$ cat src/rtl/uart_mmio_bridge_pkg.sv
// uart_mmio_bridge_pkg: register select, STATUS bit positions, TX FSM encoding
// and the transmitter busy timeout shared by the bridge files.
package uart_mmio_bridge_pkg;
  localparam logic REG_DATA = 1'b0;
  localparam int ST_TX_READY = 0;
  localparam int ST_RX_VALID = 1;
  localparam int ST_RX_OVF = 2;
  localparam int BUSY_TIMEOUT = 4;
  typedef enum logic [1:0] {IDLE, START, WAIT_BUSY, WAIT_IDLE} tx_state_t;
endpackage

$ cat src/rtl/uart_mmio_bridge_sync_fifo.sv
// sync_fifo: circular-buffer FIFO with wrap-bit pointers; pop on empty is ignored,
// and a push into a full FIFO succeeds only when a pop frees the slot in the same cycle.
module sync_fifo #(
  parameter int WIDTH = 8,
  parameter int AW = 4
) (
  input  logic             clk,
  input  logic             rst,
  input  logic             push,
  input  logic             pop,
  input  logic [WIDTH-1:0] din,
  output logic [WIDTH-1:0] dout,
  output logic             full,
  output logic             empty
);
  logic [WIDTH-1:0] mem [2**AW];
  logic [AW:0] wr_ptr, rd_ptr;
  logic do_push, do_pop;
  assign empty = wr_ptr == rd_ptr;
  assign full = wr_ptr[AW-1:0] == rd_ptr[AW-1:0] && wr_ptr[AW] != rd_ptr[AW];
  assign do_pop = pop && !empty;
  assign do_push = push && (!full || do_pop);
  assign dout = mem[rd_ptr[AW-1:0]];
  always_ff @(posedge clk or negedge rst)
    if (!rst) begin
      wr_ptr <= '0;
      rd_ptr <= '0;
    end else begin
      if (do_push) wr_ptr <= wr_ptr + (AW+1)'(1);
      if (do_pop) rd_ptr <= rd_ptr + (AW+1)'(1);
    end
  always_ff @(posedge clk)
    if (do_push) mem[wr_ptr[AW-1:0]] <= din;
endmodule

$ cat src/rtl/uart_mmio_bridge.sv
// uart_mmio_bridge: CPU-mapped UART port with TX/RX FIFOs, transmitter handshake and RX irq.
// Optional hardware echo of received bytes into the TX FIFO under `UART_LOOPBACK_EN.
module uart_mmio_bridge
  import uart_mmio_bridge_pkg::*;
#(
  parameter int   FIFO_AW   = 4,
  parameter logic DATA_OFFS = REG_DATA
) (
  input  logic        clk,
  input  logic        rst,
  input  logic        ce_i,
  input  logic        we_i,
  input  logic        addr_i,
  input  logic [7:0]  wdata_i,
  output logic [31:0] rdata_o,
  output logic        ack_o,
  output logic        tx_start_o,
  output logic [7:0]  tx_data_o,
  input  logic        tx_busy_i,
  input  logic        rx_ready_i,
  input  logic [7:0]  rx_data_i,
  output logic        irq_o
);
  localparam int CW = $clog2(BUSY_TIMEOUT);
  logic rd_data, wr_data, rd_status;
  logic rx_full, rx_empty, tx_full, tx_empty;
  logic [7:0] rx_dout, tx_dout, tx_din;
  logic tx_push, tx_pop, rx_ovf, ovf_set;
  logic [2:0] status;
  tx_state_t state;
  logic [CW-1:0] wait_cnt;
  assign rd_data = ce_i && !we_i && addr_i == DATA_OFFS;
  assign wr_data = ce_i && we_i && addr_i == DATA_OFFS;
  assign rd_status = ce_i && !we_i && addr_i != DATA_OFFS;
  // A full RX FIFO still accepts the byte when the CPU pops in the same cycle.
  assign ovf_set = rx_ready_i && rx_full && !rd_data;
  assign tx_pop = state == IDLE && !tx_empty && !tx_busy_i;
`ifdef UART_LOOPBACK_EN
  assign tx_push = wr_data || (rx_ready_i && !ovf_set);
  assign tx_din = wr_data ? wdata_i : rx_data_i;
`else
  assign tx_push = wr_data;
  assign tx_din = wdata_i;
`endif
  always_comb begin
    status = '0;
    status[ST_TX_READY] = !tx_full;
    status[ST_RX_VALID] = !rx_empty;
    status[ST_RX_OVF] = rx_ovf;
  end
  sync_fifo #(.WIDTH(8), .AW(FIFO_AW)) u_rx (
    .clk(clk), .rst(rst), .push(rx_ready_i), .pop(rd_data), .din(rx_data_i),
    .dout(rx_dout), .full(rx_full), .empty(rx_empty)
  );
  sync_fifo #(.WIDTH(8), .AW(FIFO_AW)) u_tx (
    .clk(clk), .rst(rst), .push(tx_push), .pop(tx_pop), .din(tx_din),
    .dout(tx_dout), .full(tx_full), .empty(tx_empty)
  );
  always_ff @(posedge clk or negedge rst)
    if (!rst) begin
      rdata_o <= '0;
      ack_o <= 1'b0;
      irq_o <= 1'b0;
      rx_ovf <= 1'b0;
    end else begin
      ack_o <= ce_i;
      irq_o <= !rx_empty;
      rx_ovf <= ovf_set || (rx_ovf && !rd_status);
      if (rd_data) rdata_o <= {24'b0, rx_empty ? 8'h00 : rx_dout};
      else if (rd_status) rdata_o <= {29'b0, status};
    end
  always_ff @(posedge clk or negedge rst)
    if (!rst) begin
      state <= IDLE;
      tx_start_o <= 1'b0;
      tx_data_o <= '0;
      wait_cnt <= '0;
    end else begin
      tx_start_o <= 1'b0;
      case (state)
        IDLE: if (tx_pop) begin
          tx_data_o <= tx_dout;
          tx_start_o <= 1'b1;
          state <= START;
        end
        START: begin
          wait_cnt <= '0;
          state <= WAIT_BUSY;
        end
        // Fall through after the timeout in case the transmitter finished unseen.
        WAIT_BUSY: begin
          wait_cnt <= wait_cnt + CW'(1);
          if (tx_busy_i || wait_cnt == CW'(BUSY_TIMEOUT - 1)) state <= WAIT_IDLE;
        end
        WAIT_IDLE: if (!tx_busy_i) state <= IDLE;
        default: state <= IDLE;
      endcase
    end
endmodule

$ cat config.mk
export PLATFORM = sky130hd
export DESIGN_NAME = uart_mmio_bridge
export DESIGN_NICKNAME = d
export VERILOG_FILES = /design/src/rtl/uart_mmio_bridge_pkg.sv /design/src/rtl/uart_mmio_bridge_sync_fifo.sv /design/src/rtl/uart_mmio_bridge.sv
export SDC_FILE = /design/constraint.sdc
export NUM_CORES = 1
export LEC_CHECK = 0
export CORE_ASPECT_RATIO = 0.7
export CORE_MARGIN = 1
export CORE_UTILIZATION = 35
export CTS_CLUSTER_SIZE = 25
export DETAILED_ROUTE_END_ITERATION = 7
export SLEW_MARGIN = 5
export SYNTH_ARGS = -nofsm -noshare
export SYNTH_HDL_FRONTEND = slang
export SYNTH_SLANG_ARGS = --single-unit
$ cat constraint.sdc
create_clock -name clk -period 4.4 [get_ports clk]
set_input_delay 0.88 -clock clk [delete_from_list [all_inputs] [get_ports clk]]
set_output_delay 0.88 -clock clk [all_outputs]
set_load 0.05 [all_outputs]
After elaboration in Yosys (flattened, before gate mapping)
Memories as Yosys holds them, arrays and structs flattened. A register that Yosys moved wholly into a read port is not among the register bits.
Cells that the tools add are included.

storage, ports and cells
  input bits = 23
  register bits = 60
  memories = 2
  RAM bits = 256
  output and inout port bits = 43
  word-level logic and storage cells = 80

cells by class
  equal/unequal tests = 13
  muxes and demuxes = 14
  add/sub/neg operators = 5
  reduce and logical (&&, ||, !) cells = 34
  bitwise logic cells = 1

memory list
  name      depth  width  read ports  clocked after memory_dff  wr ports  line                              text
  u_rx.mem  16     8      1           0                         1         uart_mmio_bridge_sync_fifo.sv:16  logic [WIDTH-1:0] mem [2**AW];
  u_tx.mem  16     8      1           1                         1         uart_mmio_bridge_sync_fifo.sv:16

operators with widths
  operator                                       number
  2-to-1 mux 32 bit                              2
  adder 5 x 1 -> 5 bit, second input constant    4
  logical AND 1 bit                              16
  == test 5 bit                                  2
  zero test 1 bit                                9
  == test 4 bit                                  2
  2-to-1 mux 8 bit                               1
  one-hot mux 2 bit (4 select lines)             1
  == test 2 bit, second input constant           3
  2-to-1 mux 1 bit                               6
  2-to-1 mux 2 bit                               3
  logical OR 1 bit                               4
  != test 2 bit, second input constant           2
  one-hot mux 2 bit (2 select lines)             1
  nonzero test 2 bit                             2
  AND reduction 3 bit                            1
  adder 2 x 1 -> 2 bit, second input constant    1
  == test 2 x 1 -> 1 bit, second input constant  1
  zero test 2 bit                                1
  != test 1 bit                                  2
  != test 2 x 1 -> 1 bit, second input constant  1
  AND reduction 2 bit                            1
  NOT 1 bit                                      1

Longest topological paths before layout
Gate-level depths: netlist (run 1).

  depth in word-level cells = 9
  gate-level depth with buffers = 7
  gate-level depth less buffers = 5

Modules after synthesis
Synthesis (run 1) repeated with hierarchy kept, for this count alone.

unflattened totals
  cells, all modules = 650
  area total of the unflattened synthesis = 12338.1 sq um

by module, submodules not included
  module             sequential area each (sq um)  instances  area each (sq um)  cells an instance
  sync_fifo at u_rx  4093.9                        1          5564.1             271
  sync_fifo at u_tx  4093.9                        1          5547.8             269
  uart_mmio_bridge   600.6                         1          1226.2             110

Worst setup path before layout (run 1)
OpenSTA, ideal clock, no wires.

  kind = in2reg
  from = in tx_busy_i
  to = mem u_tx.mem[0][0] (enable)
  path buffers = 1
  library setup time = 395 ps
  cell stages on the path = 4
  slack = 1495 ps
  required time = 4005 ps
  arrival time = 2510 ps
  cell sequence = nand2b_1 -> clkbuf_1 -> a311oi_2 -> nor4bb_1

between the ends
  longest elaborated chain between the ends = 7

RTL lines
  element                                 line                              text
  start, declared                         uart_mmio_bridge.sv:19            input logic tx_busy_i,
  zero test 1 bit                         -
  logical AND 1 bit                       uart_mmio_bridge.sv:37            assign tx_pop = state == IDLE && !tx_empty && !tx_busy_i;
  logical AND 1 bit                       uart_mmio_bridge_sync_fifo.sv:21  assign do_pop = pop && !empty;
  logical OR 1 bit                        uart_mmio_bridge_sync_fifo.sv:22  assign do_push = push && (!full || do_pop);
  logical AND 1 bit                       uart_mmio_bridge_sync_fifo.sv:22
  2-to-1 mux 1 bit                        uart_mmio_bridge_sync_fifo.sv:33  if (do_push) mem[wr_ptr[AW-1:0]] <= din;
  2-to-1 mux 1 bit (implied by the code)  uart_mmio_bridge_sync_fifo.sv:33
  end, declared                           uart_mmio_bridge_sync_fifo.sv:16

Every way passes these cells.

Worst setup path in the final report (run 1)
  from = in ce_i
  to = mem u_rx.mem[5][4] (enable)

between the ends
  longest elaborated chain between the ends = 7

RTL lines
  element                                 line                              text
  start, declared                         uart_mmio_bridge.sv:11            input logic ce_i,
  logical AND 1 bit (2 in series)         uart_mmio_bridge.sv:32            assign rd_data = ce_i && !we_i && addr_i == DATA_OFFS;
  logical AND 1 bit                       uart_mmio_bridge_sync_fifo.sv:21
  logical OR 1 bit                        uart_mmio_bridge_sync_fifo.sv:22
  logical AND 1 bit                       uart_mmio_bridge_sync_fifo.sv:22
  2-to-1 mux 1 bit                        uart_mmio_bridge_sync_fifo.sv:33
  2-to-1 mux 1 bit (implied by the code)  uart_mmio_bridge_sync_fifo.sv:33
  end, declared                           uart_mmio_bridge_sync_fifo.sv:16

Every way passes these cells.

==> results of run 1 <==
-- per-layer routing --
metal | routed length (um) | vias up
li1 | - | 2641
met1 | 13200 | 3138
met2 | 11000 | 182
met3 | 1520 | 28
met4 | 376 | 2
met5 | 17 | -
-- through the flow --
stage          worst slack (ns)  hold slack [ns]  area [um2]  total power, mW
6_report                   1.67            0.432       14200             9.06
4_1_cts                    1.67            0.446       14200             9.14
3_5_place_dp               1.05            0.490       13200             6.67
3_3_place_gp               1.09            0.487       13200             6.65
2_1_floorplan              1.50            0.498       12500             5.84
5_1_grt                    1.51            0.479       14200             9.46
-- worst paths after layout --
path                                start        endpoint  slack [ns]  depth (start not counted)
max reg2reg                u_tx.wr_ptr[2]  u_tx.mem[5][5]        1.82                          6
max in group asynchronous             rst  u_rx.rd_ptr[0]        3.49                          2
min reg2reg                    rdata_o[7]      rdata_o[7]        0.49                          2
min                                   rst           irq_o        0.43                          2
max                                  ce_i  u_rx.mem[5][4]        1.67                          5
min in group clk               rdata_o[7]      rdata_o[7]        0.49                          2
-- cell families after synthesis --
family | count (synthesis) | share of synthesized area, %
DFF | 300 | 71.0
AOI/OAI and AO/OA | 51 | 3.08
xor gates and xnor gates | 28 | 1.98
other | 1 | 0.0303
muxes | 100 | 15.0
buffers and inverters | 71 | 3.39
adders and majority gates | 15 | 1.52
and+or+nand+nor | 83 | 4.02
-- cell usage in the layout, fill, tap and decap left out, types with 16 or more instances in the layout --
master / n
clkbuf_16: 30
and3_1: 17
a22oi_1: 17
xor2_1: 17
edfxtp_1: 256
conb_1: 24
nand2_1: 19
dfrtp_1: 42
clkdlybuf4s50_1: 40
mux4_2: 64
mux2i_1: 16
-- registers in the layout, summed over array words and instances (netlist names) --
signal and cells:
u_rx.mem 128, u_tx.mem 128, rdata_o 8, tx_data_o 8, u_rx.rd_ptr 5, u_rx.wr_ptr 5, u_tx.rd_ptr 5, u_tx.wr_ptr 5
state 2, wait_cnt 2, ack_o 1, irq_o 1, rx_ovf 1, tx_start_o 1
-- worst register-to-register path, stage by stage (launching register included) --
cell	delay, ns
dfrtp_1	0.75
xor2_1	0.23
nor4_2	0.05
buf_4	0.18
a311oi_2	0.26
buf_4	0.24
and4b_1	0.50
-- power groups by stage --
stage / Sequential, mW / Clock (mW) / Combinational, mW
finish: 3.73 / 2.47 / 2.85
floorplan: 3.88 / 0 / 1.96
CTS: 3.73 / 2.52 / 2.88
global route: 3.77 / 2.63 / 3.06
detailed placement: 3.79 / 0 / 2.88
global placement: 3.79 / 0 / 2.86
-- cell type report --
class,instances,share of cell area (%)
multi-input combinational,301,23.1
inverter,11,0.292
sequential,300,62.1
clock buffer,32,5.36
clock inverter,22,1.37
tap,472,4.17
timing repair buffer,55,3.61
==> impl_metrics.tcl, run 1 <==
set metrics [dict create \
    clk_latency_ns 0.56 \
    core_um2 34700 \
    final_util_pct 40.8 \
    num_rows 57 \
    worstPathRequired_ns 4.60 \
    maxCapViolCount 0 \
    cts_hold_buffers 0 \
    cts_buffer_depth 3 \
    io_pins 66 \
    cellPowerDensity_nw_per_um2 640 \
    synth.yosys.warnings 0 \
    antennaDiodeCount 0 \
    slowest_stage "clkdlybuf4s50_1" \
    dp_cells 1139 \
    wl_per_cell_um 21.9 \
    clock.fmax_mhz 366 \
    synthTopCellsByCount "edfxtp_1, mux4_2, dfrtp_1, buf_4, nand2_1" \
    use_met2_pct 20.3 \
    start_util_pct 35.6 \
    htreeDepth 1 \
    max_slew_margin_pct 33.9 \
    clkSlewWorstSetupHoldPaths_ns 0.06 \
    dominantRegCellSynth "edfxtp_1" \
    p_seq_share_pct 41.2 \
    die_h_um 159 \
    finalWeightedCongestion 0.752 \
    netlist_instances 649 \
    fin_cells 1193 \
    synth.most_common_cell "edfxtp_1" \
    syn_area_per_cell_um2 19.1 \
    path_class "input port to register" \
    drive_above_1_share_pct 21.2 \
    nets 737 \
    power_frac_clock_pct 27.3 \
    switching_share_pct 32.9 \
    yosysTopAreaCellShare_pct 62.1 \
    ys_types 50 \
    peakVddDrop_mv 0.293 \
    numCtsBuffers 30 \
    die_area_um2 36100 \
    route.vias.total 5991 \
    worst_pin_slew_ns 0.991 \
    finalHoldViolCount 0 \
    die-width_um 227 \
    cp_cell_sequence "clkdlybuf4s50_1 > or3b_2 > a31oi_2 > buf_4 > and3_1" \
    regArea_um2 8790 \
    synth_area_leader_cell "edfxtp_1" \
    rsz0062_at_grt "false" \
    p_leak_nw 4.87 \
    path_max_fanout 14 \
    antenna_found_initial 1 \
    multiInputGateArea_um2 3270 \
    grt_pass1_wl_um 39500 \
    setup_tns_ns 0 \
    grt_overflow_total 0 \
    cts_tree "yes" \
    grt_pass1_vias 5971 \
    cts-resized-gates 0 \
    grt_max_degree 45 \
    ys_top_cells_by_area "edfxtp_1, mux4_2, dfrtp_1" \
    period_minus_slack_ns 2.73 \
    port_buffers 41 \
    finClkSkew_ns 0.0209 \
    netlist_area_um2 12400 \
    startpoint_type "input port" \
    crit_buf_inv 2 \
    finalSetupViolations 0 \
    seq_area_frac_synth_pct 71.0 \
    power_frac_comb_pct 31.5 \
    arrival_ns 2.94 \
    status "finished, final reports clean" \
    switchingPower_mw 2.98 \
    antenna_left 0 \
    p_int_mw 6.08 \
    nFillCells 3112 \
    post-cts-setup-buffers 0 \
    routed_wl_um 26200 \
    track_usage_pct 14.9 \
    max_stage_delay_ns 0.60 \
    critical-path-top-delay-family "simple AND/OR/NAND/NOR gates" \
    async_flop_share_pct 14.7 \
    drt_iter0_markers 601 \
    dr.pass1.iters 5 \
    dp.final_hpwl_um 16900 \
    cts_sinks 300 \
    synth_edf_count 256 \
    gr-usage-met1_pct 24.6 \
    end_kind "register" \
    routed_via_density 5.02 \
    root_buffer "clkbuf_16" \
    use_met3_pct 2.38 \
    syn2layout_area_growth_pct 14.4 \
    gr-max-usage-layer "met1" \
    hold_path_class "input port to asynchronous set/reset pin" \
    drc_errors 0 \
    synth_seq_cells 300 \
    maxSlewViolCount 0 \
    fin_crit_sh_pct 62.1 \
]
(Power assumes the default switching activity.)
==> inputs of run 2 (changes only) <==
==> constraint.sdc (replaced) <==
create_clock -name clk -period 2.87 [get_ports clk]
set_input_delay 0.574 -clock clk [delete_from_list [all_inputs] [get_ports clk]]
set_output_delay 0.574 -clock clk [all_outputs]
set_load 0.05 [all_outputs]
==> impl_metrics.tcl, run 2 (synthesis gave the netlist of run 1 again) <==
set metrics [dict create \
    cts-resized-gates 0 \
    wl_per_cell_um 21.1 \
    nets 788 \
    setup_tns_ns 0 \
    startpoint_type "register" \
    start_util_pct 35.6 \
    finalSetupViolations 0 \
    path_class "register to output pin" \
    grt_max_degree 36 \
    cellPowerDensity_nw_per_um2 954 \
    final_util_pct 42.3 \
    p_leak_nw 5.15 \
    reg2reg_depth 5 \
    fin_area_um2 14700 \
    path_max_fanout 2 \
    grt_pass1_wl_um 40400 \
    htreeDepth 1 \
    finalWeightedCongestion 0.783 \
    hold_path_class "input port to asynchronous set/reset pin" \
    cts_buffer_depth 3 \
    post-cts-setup-buffers 0 \
    final_common_cell "edfxtp_1" \
    antenna_left 0 \
    dpl-instance-area_um2 13800 \
    finClkSkew_ns 0.00989 \
    worst_pin_slew_ns 0.777 \
    p_int_mw 9.46 \
    fin_cells 1246 \
    power_frac_comb_pct 33.9 \
    maxSlewViolCount 0 \
    dr.pass1.iters 5 \
    whs_ns 0.0327 \
    switching_share_pct 32.5 \
    dp.final_hpwl_um 17700 \
    track_usage_pct 15.1 \
    grt_overflow_total 0 \
    dp_cells 1190 \
    route.vias.total 6110 \
    fin_crit_sh_pct 82.1 \
    die-width_um 227 \
    max_slew_margin_pct 48.0 \
    syn2layout_area_growth_pct 18.7 \
    antennaDiodeCount 0 \
    p_seq_share_pct 40.2 \
    worstPathRequired_ns 2.30 \
    crit_cells 1 \
    port_buffers 41 \
    switchingPower_mw 4.56 \
    routed_wl_um 26300 \
    clkSlewWorstSetupHoldPaths_ns 0.06 \
    die_h_um 159 \
    multiInputGateArea_um2 3270 \
    io_pins 66 \
    cp_cell_sequence "clkdlybuf4s50_1" \
    drive_above_1_share_pct 25.5 \
    cts_hold_buffers 0 \
    drc_errors 0 \
    slowest_stage "clkdlybuf4s50_1" \
    regArea_um2 8790 \
    end_kind "output pin" \
    maxCapViolCount 0 \
    cts_sinks 300 \
    final_cell_mix "edfxtp_1, mux4_2, buf_4, dfrtp_1, clkdlybuf4s50_1" \
    rsz0062_at_grt "false" \
    power_mw 14.0 \
    power_frac_clock_pct 25.9 \
    finalHoldViolCount 0 \
    grt_pass1_vias 6298 \
    routed_via_density 4.90 \
    critical-path-top-delay-family "buffers and inverters" \
    fin_ws_ns 0.515 \
    root_buffer "clkbuf_16" \
    cts_tree "yes" \
    dp_slack_ns 0.163 \
    arrival_ns 1.78 \
    clock.fmax_mhz 425 \
    antenna_found_initial 0 \
    clk_latency_ns 0.55 \
    status "finished, final reports clean" \
    drt_iter0_markers 452 \
    peakVddDrop_mv 0.403 \
    num_rows 57 \
    die_area_um2 36100 \
    crit_buf_inv 1 \
    core_um2 34700 \
    numCtsBuffers 30 \
    nFillCells 3043 \
    max_stage_delay_ns 0.83 \
    period_minus_slack_ns 2.36 \
]
## run 2: worst paths after layout
kind	start	to	slack (ns)
worst max-delay path	tx_data_o[5]	tx_data_o[5]	0.51
worst min-delay path	rst	state[1]	0.03
worst max register to register	u_rx.rd_ptr[3]	u_rx.mem[7][7]	0.57
worst min register to register	rdata_o[7]	rdata_o[7]	0.48
max in group asynchronous	rst	u_rx.rd_ptr[0]	2.07
min in group clk	rdata_o[7]	rdata_o[7]	0.48
## run 2: cell type report
type	count	area share (%)
Clock inverter	3	0.0851
Clock buffer	53	6.11
Tap cell	472	4.02
Multi-Input combinational cell	301	22.3
Sequential cell	300	59.8
Timing Repair Buffer	106	7.44
Inverter	11	0.281
## run 2: metal layers
layer	vias up	GRT usage [%]	part of all wire (%)
met5	-	0	0
li1	2754	-	-
met4	0	2.83	1.5
met3	28	2.84	5.9
met1	3168	24.5	50
met2	160	21.0	42
## run 2: power groups by stage
| stage | clock network (mW) | registers [mW] | logic, mW |
|---|---|---|---|
| after CTS | 3.72 | 5.65 | 4.78 |
| final | 3.63 | 5.65 | 4.75 |
| after global placement | 0 | 5.74 | 4.73 |
| after global routing | 3.90 | 5.70 | 5.09 |
| after detailed placement | 0 | 5.74 | 4.77 |
| after floorplan | 0 | 5.95 | 3.01 |
==> inputs of run 3 (changes only) <==
==> constraint.sdc (replaced) <==
create_clock -name clk -period 2.3 [get_ports clk]
set_input_delay 0.46 -clock clk [delete_from_list [all_inputs] [get_ports clk]]
set_output_delay 0.46 -clock clk [all_outputs]
set_load 0.05 [all_outputs]
==> impl_metrics.tcl, run 3 (synthesis gave the netlist of run 1 again) <==
set metrics [dict create \
    max_stage_delay_ns 0.83 \
    power_mw 18.4 \
    io_pins 66 \
    rsz0062_at_grt "false" \
    grt_max_degree 36 \
    nets 821 \
    dr.pass1.iters 5 \
    finalHoldViolCount 0 \
    routed_wl_um 27600 \
    antennaDiodeCount 0 \
    use_met3_pct 2.58 \
    cp_cell_sequence "clkdlybuf4s50_1" \
    route.vias.total 6309 \
    dp_cells 1222 \
    antenna_found_initial 0 \
    path_class "register to output pin" \
    grt_pass1_wl_um 41800 \
    fin_cells 1279 \
    dp.final_hpwl_um 18400 \
    wl_per_cell_um 21.6 \
    routed_via_density 4.93 \
    p_leak_nw 5.40 \
    die-width_um 227 \
    fin_ws_ns 0.0747 \
    drive_above_1_share_pct 30.1 \
    max_slew_margin_pct 46.1 \
    status "finished, final reports clean" \
    setup_tns_ns 0 \
    end_kind "output pin" \
    core_um2 34700 \
    clkSlewWorstSetupHoldPaths_ns 0.07 \
    grt_pass1_vias 6346 \
    grt_overflow_total 0 \
    path_max_fanout 2 \
    cellPowerDensity_nw_per_um2 1220 \
    final_common_cell "edfxtp_1" \
    cts_sinks 300 \
    num_rows 57 \
    clock.fmax_mhz 449 \
    cts_tree "yes" \
    hold_path_class "input port to register" \
    root_buffer "clkbuf_16" \
    finClkSkew_ns 0.0199 \
    worst_pin_slew_ns 0.806 \
    worstPathRequired_ns 1.84 \
    die_area_um2 36100 \
    drc_errors 0 \
    antenna_left 0 \
    clk_latency_ns 0.58 \
    finalSetupViolations 0 \
    peakVddDrop_mv 0.682 \
    critical-path-top-delay-family "buffers and inverters" \
    start_util_pct 35.6 \
    gr-max-usage-layer "met1" \
    crit_buf_inv 1 \
    syn2layout_area_growth_pct 21.7 \
    track_usage_pct 15.8 \
    slowest_stage "clkdlybuf4s50_1" \
    finalWeightedCongestion 0.751 \
    maxSlewViolCount 0 \
    fin_crit_sh_pct 96.8 \
    dp_slack_ns -0.236 \
    maxCapViolCount 0 \
    final_cell_mix "edfxtp_1, buf_4, mux4_2, dfrtp_1, clkdlybuf4s50_1" \
    die_h_um 159 \
    use_met2_pct 21.7 \
    cts_buffer_depth 3 \
    startpoint_type "register" \
    period_minus_slack_ns 2.23 \
    port_buffers 41 \
    drt_iter0_markers 622 \
    numCtsBuffers 30 \
    arrival_ns 1.77 \
    gr-usage-met1_pct 26.0 \
    htreeDepth 1 \
]
## run 3: path summary, 6_finish.rpt
kind | from | endpoint | slack, ns | cells after the start
worst max register to register | u_rx.rd_ptr[0] | u_rx.mem[7][3] | 0.16 | 5
min in group asynchronous | rst | tx_data_o[0] | 0.47 | 2
max in group asynchronous | rst | wait_cnt[1] | 1.12 | 3
worst min register to register | rdata_o[3] | rdata_o[3] | 0.48 | 2
worst min-delay path | ce_i | ack_o | 0.42 | 1
worst max-delay path | tx_data_o[7] | tx_data_o[7] | 0.07 | 1
## run 3: stage by stage
step	hold slack (ns)	area [um2]	util, %
2_1_floorplan	0.164	12500	-
3_3_place_gp	0.471	14000	40.3
3_5_place_dp	0.477	14000	40.3
4_1_cts	0.410	15100	43.4
5_1_grt	0.446	15100	43.4
6_report	0.424	15100	43.4
## run 3: final cells by class
class                   count  area, um2
clock buffers              31        754
clock inverters            25        300
fillers                  3032      19700
inverters                  11       41.3
multi-input cells         301       3270
flip-flops and latches    300       8790
well taps                 472        591
repair buffers            139       1320
## run 3: what timing repair did
action | CTS | global route
endpoints found under the setup margin | 1 | 0
hold endpoints to repair | 20 | 0
resized for setup | 1 | 0
setup buffers | 0 | 0
hold buffers | 1 | 0
## run 3: report_power, final
| group | switching, mW | internal [mW] |
|---|---|---|
| clock | 2.11 | 3.07 |
| sequential | 0.423 | 6.55 |
| combinational | 3.40 | 2.85 |
| total | 5.94 | 12.5 |
## run 3: routing by layer
layer  wire length (um)  vias up
met5                  0        -
met2              11700      215
li1                   -     2806
met3               1870       35
met1              13600     3253
met4                420        0
